### config.mk
export PLATFORM = sky130hd
export DESIGN_NAME = if_fetch
export DESIGN_NICKNAME = d
export VERILOG_FILES = /design/src/rtl/if_fetch.sv
export SDC_FILE = /design/constraint.sdc
export NUM_CORES = 1
export LEC_CHECK = 0
export BUFFER_PORTS_ARGS = -buffer_cell sky130_fd_sc_hd__buf_4
export CORE_AREA = 2 2 134 136
export DETAILED_ROUTE_END_ITERATION = 6
export DIE_AREA = 0 0 136 138
export PLACE_DENSITY = 0.72
export SYNTH_ARGS = -nofsm -noshare
export SYNTH_HDL_FRONTEND = slang
export SYNTH_SLANG_ARGS = --single-unit
### constraint.sdc
create_clock -name clk -period 4 [get_ports clk]
set_input_delay 0.2 -clock clk [delete_from_list [all_inputs] [get_ports clk]]
set_output_delay 0.2 -clock clk [all_outputs]
set_load 0.05 [all_outputs]
### src/rtl/if_fetch.sv
// MIPS32 instruction-fetch stage: owns the PC, keeps one imem read in flight and
// drives the registered IF/ID producer outputs, with stall buffering and branch redirect.
module if_fetch #(
    parameter int unsigned          ADDR_W   = 32,
    parameter int unsigned          DATA_W   = 32,
    parameter logic [ADDR_W-1:0]    RESET_PC = '0
) (
    input  logic              clk,
    input  logic              rst,
    input  logic              stall,
    input  logic              branch_flag,
    input  logic [ADDR_W-1:0] branch_target_address,
    output logic              imem_req,
    output logic [ADDR_W-1:0] imem_addr,
    input  logic              imem_ready,
    input  logic              imem_rvalid,
    input  logic [DATA_W-1:0] imem_rdata,
    output logic [ADDR_W-1:0] if_pc,
    output logic [DATA_W-1:0] if_inst,
    output logic              if_valid
);

    typedef enum logic [1:0] {StIdle, StWait, StHold} state_e;

    state_e            state_q, state_d;
    logic [ADDR_W-1:0] pc_q, pc_d;
    logic [ADDR_W-1:0] req_pc_q, req_pc_d;
    logic [ADDR_W-1:0] buf_pc_q, buf_pc_d;
    logic [DATA_W-1:0] buf_inst_q, buf_inst_d;
    logic              kill_q, kill_d;
    logic [ADDR_W-1:0] if_pc_q, if_pc_d;
    logic [DATA_W-1:0] if_inst_q, if_inst_d;
    logic              if_valid_q, if_valid_d;

    logic              deliver;
    logic [ADDR_W-1:0] dlv_pc;
    logic [DATA_W-1:0] dlv_inst;

    // Request is gated by reset so nothing reaches memory while the block is held.
    always_comb begin
        imem_req  = rst & (state_q == StIdle) & ~branch_flag;
        imem_addr = pc_q;
    end

    always_comb begin
        state_d    = state_q;
        pc_d       = pc_q;
        req_pc_d   = req_pc_q;
        buf_pc_d   = buf_pc_q;
        buf_inst_d = buf_inst_q;
        kill_d     = kill_q;
        deliver    = 1'b0;
        dlv_pc     = '0;
        dlv_inst   = '0;

        case (state_q)
            StIdle: begin
                if (branch_flag) begin
                    pc_d = branch_target_address;
                end else if (imem_ready) begin
                    req_pc_d = pc_q;
                    pc_d     = pc_q + ADDR_W'(4);
                    state_d  = StWait;
                end
            end
            StWait: begin
                if (branch_flag) begin
                    pc_d   = branch_target_address;
                    kill_d = 1'b1;
                end
                if (imem_rvalid) begin
                    // A response belonging to a redirected fetch is swallowed here.
                    if (kill_q || branch_flag) begin
                        kill_d  = 1'b0;
                        state_d = StIdle;
                    end else if (!stall) begin
                        deliver  = 1'b1;
                        dlv_pc   = req_pc_q;
                        dlv_inst = imem_rdata;
                        state_d  = StIdle;
                    end else begin
                        buf_pc_d   = req_pc_q;
                        buf_inst_d = imem_rdata;
                        state_d    = StHold;
                    end
                end
            end
            StHold: begin
                if (branch_flag) begin
                    pc_d       = branch_target_address;
                    buf_pc_d   = '0;
                    buf_inst_d = '0;
                    state_d    = StIdle;
                end else if (!stall) begin
                    deliver  = 1'b1;
                    dlv_pc   = buf_pc_q;
                    dlv_inst = buf_inst_q;
                    state_d  = StIdle;
                end
            end
            default: begin
                state_d = StIdle;
            end
        endcase
    end

    // Output register: branch flushes, stall holds, otherwise deliver or bubble.
    always_comb begin
        if_pc_d    = if_pc_q;
        if_inst_d  = if_inst_q;
        if_valid_d = if_valid_q;
        if (branch_flag) begin
            if_valid_d = 1'b0;
            if_inst_d  = '0;
        end else if (!stall) begin
            if (deliver) begin
                if_pc_d    = dlv_pc;
                if_inst_d  = dlv_inst;
                if_valid_d = 1'b1;
            end else begin
                if_inst_d  = '0;
                if_valid_d = 1'b0;
            end
        end
    end

    always_ff @(posedge clk or negedge rst) begin
        if (!rst) begin
            state_q    <= StIdle;
            pc_q       <= RESET_PC;
            req_pc_q   <= '0;
            buf_pc_q   <= '0;
            buf_inst_q <= '0;
            kill_q     <= 1'b0;
            if_pc_q    <= '0;
            if_inst_q  <= '0;
            if_valid_q <= 1'b0;
        end else begin
            state_q    <= state_d;
            pc_q       <= pc_d;
            req_pc_q   <= req_pc_d;
            buf_pc_q   <= buf_pc_d;
            buf_inst_q <= buf_inst_d;
            kill_q     <= kill_d;
            if_pc_q    <= if_pc_d;
            if_inst_q  <= if_inst_d;
            if_valid_q <= if_valid_d;
        end
    end

    assign if_pc    = if_pc_q;
    assign if_inst  = if_inst_q;
    assign if_valid = if_valid_q;

endmodule
Word-level counts from Yosys, hierarchy flattened
Cells that the tools add are included.

Reductions and logical operators: 10. Add/subtract/negate cells: 1. Div/mod/pow operators: 0. Shifts and indexed selects: 0. $lt $le $gt $ge: 0. Muxes and demuxes: 41. Equal/unequal tests: 12. Bitwise operators: 4. Multipliers: 0.

Operator list (count): 2-to-1 mux 32 bit (17); one-hot mux 32 bit (2 select lines) (5); adder 32 x 3 -> 32 bit (second input constant) (1); 2-to-1 mux 2 bit (7); != test 2 bit (second input constant) (6); 2-to-1 mux 1 bit (10); AND reduction 3 bit (3); != test 3 bit (second input constant) (2); one-hot mux 2 bit (3 select lines) (1); AND reduction 5 bit (1); != test 2 x 1 -> 1 bit (second input constant) (2); AND reduction 4 bit (1); nonzero test 2 bit (2); AND 1 bit (2); == test 2 x 1 -> 1 bit (second input constant) (1); == test 2 bit (second input constant) (1); zero test 2 bit (1); inverter 1 bit (2); one-hot mux 1 bit (2 select lines) (1); OR reduction 2 bit (1); logical OR 1 bit (1).

Register bits after elaboration: 196. Latch bits: 0. Memory bits (read-only): 0. Word-level logic and storage cells: 77. Memories kept: 0. Bits in writable memories: 0. Input bits: 70.

Longest topological paths before layout
Depth in word-level cells: 7. Depth in mapped cells: 8. Depth with buffers taken out: 7.

Least setup slack after synthesis
OpenSTA, ideal clock, no wires.

Path kind: reg2reg. From: register pc_q[2], in the netlist imem_addr[2]. To: register pc_q[28], in the netlist imem_addr[28]. Arrival time: 1.943 ns. Required time: 3.924 ns. Clock period less this slack: 2.019 ns. Cell stages (with the launch flop): 7. Setup time: 0.076 ns. Slack: 1.981 ns. Cell sequence: dfrtp_1 ha_1 nand3_1 nor2_1 nand3_2 o41a_1 o21ai_1.

Cells in the longest elaborated chain, start to end: 4.

RTL lines: from (decl) (RTL line 26) `logic [ADDR_W-1:0] pc_q, pc_d;`; from (signal assigned) (RTL line 140) `pc_q <= pc_d;`; adder 32 x 3 -> 32 bit (RTL line 62) `pc_d = pc_q + ADDR_W'(4);`; 2-to-1 mux 32 bit (RTL line 60) `end else if (imem_ready) begin`; 2-to-1 mux 32 bit (RTL line 58) `if (branch_flag) begin`; one-hot mux 32 bit (2 select lines) (RTL line 56) `case (state_q)`.

Every way passes these cells. The select of a mux whose other input is x is not followed. A chain may end at the register's enable or synchronous reset.

Worst setup path after layout
From: register state_q[1]. To: register if_pc_q[23], in the netlist if_pc[23].

Cells in the longest elaborated chain, start to end: 3.

RTL lines: from (decl) (RTL line 25) `state_e state_q, state_d;`; from (signal assigned) (RTL line 129) `state_q <= StIdle;`; from (signal assigned) (RTL line 139) `state_q <= state_d;`; == test 2 bit / == test 2 x 1 -> 1 bit (equally long branches) (RTL line 56); one-hot mux 1 bit (2 select lines) (RTL line 56); AND reduction 3 bit (no source line); to (signal assigned) (RTL line 145) `if_pc_q <= if_pc_d;`; to (decl) (RTL line 31) `logic [ADDR_W-1:0] if_pc_q, if_pc_d;`.

Parallel ways exist; a longest one is shown, timed or not.

==> metrics.yaml <==
status:
  status: "completed"
sta:
  rsz0062_at_grt: "no"
  setup_viol: 0
  finalClockSkew_ps: 8.23
  fmax_mhz: 386
  period_share: 0.647
  fin_ws_ps: 1410
  final_max_slew_viol_count: 0
  finalCriticalPeriod_ps: 2590
  maxSlewHeadroom: 0.410
  finalSetupTns_ps: 0
  tightest_slew_ps: 883
  fin_hold_ws_ps: 19.1
  hold_viol_final: 0
global_route:
  groute.usage.overall: 0.235
  grt_max_degree: 106
  antenna_found_initial: 0
  grt_pass1_wl_mm: 35.1
  grt_pass1_vias: 6548
  overflow: 0
synthesis:
  synth_cell_types: 54
  synthCells: 767
  yosysSeqAreaShare: 0.580
  synth_edf_count: 0
  async_flop_share: 1.00
  avgSynthCellArea_sq_um: 11.0
  ys_ff_latch: 196
  synth.net_count: 842
  syn_area_sq_mm: 0.00846
  synth-main-ff-cell: "dfrtp_1"
  yosys_warnings: 0
drt:
  wirelength_mm: 21.3
  drt_iter0_markers: 434
  vias: 6871
  drt_pass1_iterations: 5
  wl_per_cell_um: 18.2
  postRouteAntennaNets: 0
  vias_per_cell: 5.86
  drc: 0
pwr:
  ir_worst_vdd_v: 0.000521
  switching_share: 0.393
  p_switching_mw: 3.11
  clkPwrFrac: 0.235
  p_int_mw: 4.79
  power.leakage_nw: 4.75
  p_per_area_mw_per_mm2: 736
  combPwrFrac: 0.356
  power_mw: 7.90
  seq_power_share: 0.409
cells_and_area:
  syn2layout_area_growth_pct: 27.0
  drive_gt1_frac: 0.273
  antenna_cells: 0
  nets: 1006
clock_network:
  cts.clk_slew.worst_paths_ps: 70
  clock-sinks: 196
  cts_made_buffers: 17
  tritoncts: "yes"
  htreeDepth: 4
  root_buffer: "clkbuf_16"
  insertion_delay_ps: 430
  cts_resized: 0
  clk_path_buf_depth: 2
setup_path:
  crit_arrival_ps: 2880
  critPathLaunchType: "register"
  crit_top_cell: "buf_4"
  cp_max_fo: 65
  reg2reg_depth: 8
  cp-end-kind: "register"
  timing.critical_path.required_ps: 4290
  cp_cell_sequence: "inv_1 -> ha_1 -> and4bb_2 -> buf_4 -> o211ai_1 -> buf_4 -> nand2_1 -> o21ai_0"
  slowest_delay_ps: 590
  critPathKind: "reg2reg"
  slowest_stage: "buf_4"
floorplan:
  die_x_um: 136
  initial_core_util: 0.482
  core_area_sq_mm: 0.0175
  die_y_um: 138
  ios: 168
  rows: 49
  die_area_sq_mm: 0.0188
place:
  gp_congestion: 0.870
  hpwl_mm: 13.6
  numPortBuffers: 167
  place_ws_ps: 1460
job:
  maxCapViolations: 0
worst_hold_path:
  hold_class: "in2reg"
  hold_depth: 2
-- registers in the layout, summed over array words and instances (netlist names) --
name / cells
if_valid: 1
buf_inst_q: 32
if_pc: 32
kill_q: 1
if_inst: 32
imem_addr: 32
buf_pc_q: 32
req_pc_q: 32
state_q: 2
-- repair_timing --
item | CTS | global route
endpoints found under the hold margin | 115 | 0
buffers inserted | 0 | 0
hold buffers | 25 | 0
-- layer usage --
layer	global-route usage	routed length [um]	vias up
met5	0	0	-
met4	0.0696	259	0
met3	0.0462	1780	21
met2	0.337	9460	306
met1	0.363	9800	3339
li1	-	-	3205
-- cell usage in the layout (no fill, tap or decap), types with 6 or more instances in the layout --
master,count
nand4_1,11
a22o_1,65
o22ai_1,16
nand2_1,89
dlygate4sd3_1,25
nor2_1,18
a21oi_1,40
a22oi_1,66
mux2_2,33
dfrtp_1,196
buf_4,177
nand3_1,17
o21ai_0,83
clkbuf_16,17
nor3_1,6
o21ai_1,6
-- worst max-delay path, delay by kind of cell (launching register included) --
family          cells  cell delay (ps)
simple gates        2              400
fa+ha+maj           1              260
buf+inv             3             1060
compound gates      2              300
flops               1              400
-- worst paths after layout --
kind                                 from             end  slack, ps
setup / recovery               state_q[1]       if_pc[23]       1410
hold / removal             imem_rdata[26]  buf_inst_q[26]         20
setup reg to reg               state_q[1]       if_pc[23]       1410
hold reg to reg               if_inst[23]     if_inst[23]        480
max in group asynchronous             rst  buf_inst_q[19]       2520
min in group asynchronous             rst     if_inst[23]        390
-- Yosys cell counts, drive strengths merged, types with 3 or more instances --
master	n	area share
ha	5	0.0074
mux2	33	0.044
nand4	12	0.0096
inv	5	0.0022
o21ai	90	0.053
buf	28	0.017
a22o	65	0.067
nor4	4	0.0047
dfrtp	196	0.58
a22oi	66	0.059
nor3	7	0.0047
nand3	18	0.011
a21oi	40	0.024
o22ai	16	0.012
clkbuf	31	0.016
nor2	20	0.0089
nand2	89	0.039
a2bb2oi	3	0.0031
nor2b	3	0.0022
and4	4	0.0046
and3	4	0.0033
-- area by class of cell --
class                   instances  area (sq um)
fillers                      1490          6790
repair buffers                204          1610
well taps                     229           287
inverters                       5          18.8
flip-flops and latches        196          4900
clock inverters                12           204
clock buffers                  20           437
multi-input cells             507          3280
-- metrics by stage --
| step | utilization | cells | instance area [sq um] |
|---|---|---|---|
| finish | 0.613 | 1173 | 10700 |
| CTS | 0.613 | 1173 | 10700 |
| global placement | 0.562 | 1116 | 9850 |
| detailed placement | 0.562 | 1116 | 9850 |
| global route | 0.613 | 1173 | 10700 |
| floorplan | - | 767 | 8460 |
-- power by group through the flow --
stage / clock network [mW] / logic, mW / registers, mW
after CTS: 1.88 / 2.82 / 3.22
after detailed placement: 0 / 2.79 / 3.25
after global routing: 1.96 / 3.04 / 3.33
after global placement: 0 / 2.75 / 3.23
after floorplan: 0 / 1.39 / 3.77
final: 1.86 / 2.81 / 3.23
-- logic make-up (layout without fill, tap and decap cells) --
family,after synthesis,count (layout),share of synthesized area
AOI/OAI and AO/OA,297,297,0.234
DFF,196,196,0.580
and+or+nand+nor,172,172,0.0990
buffers and inverters,64,241,0.0356
muxes,33,33,0.0439
adders and majority gates,5,5,0.00740
No activity file was read; power rests on OpenSTA's default activity.
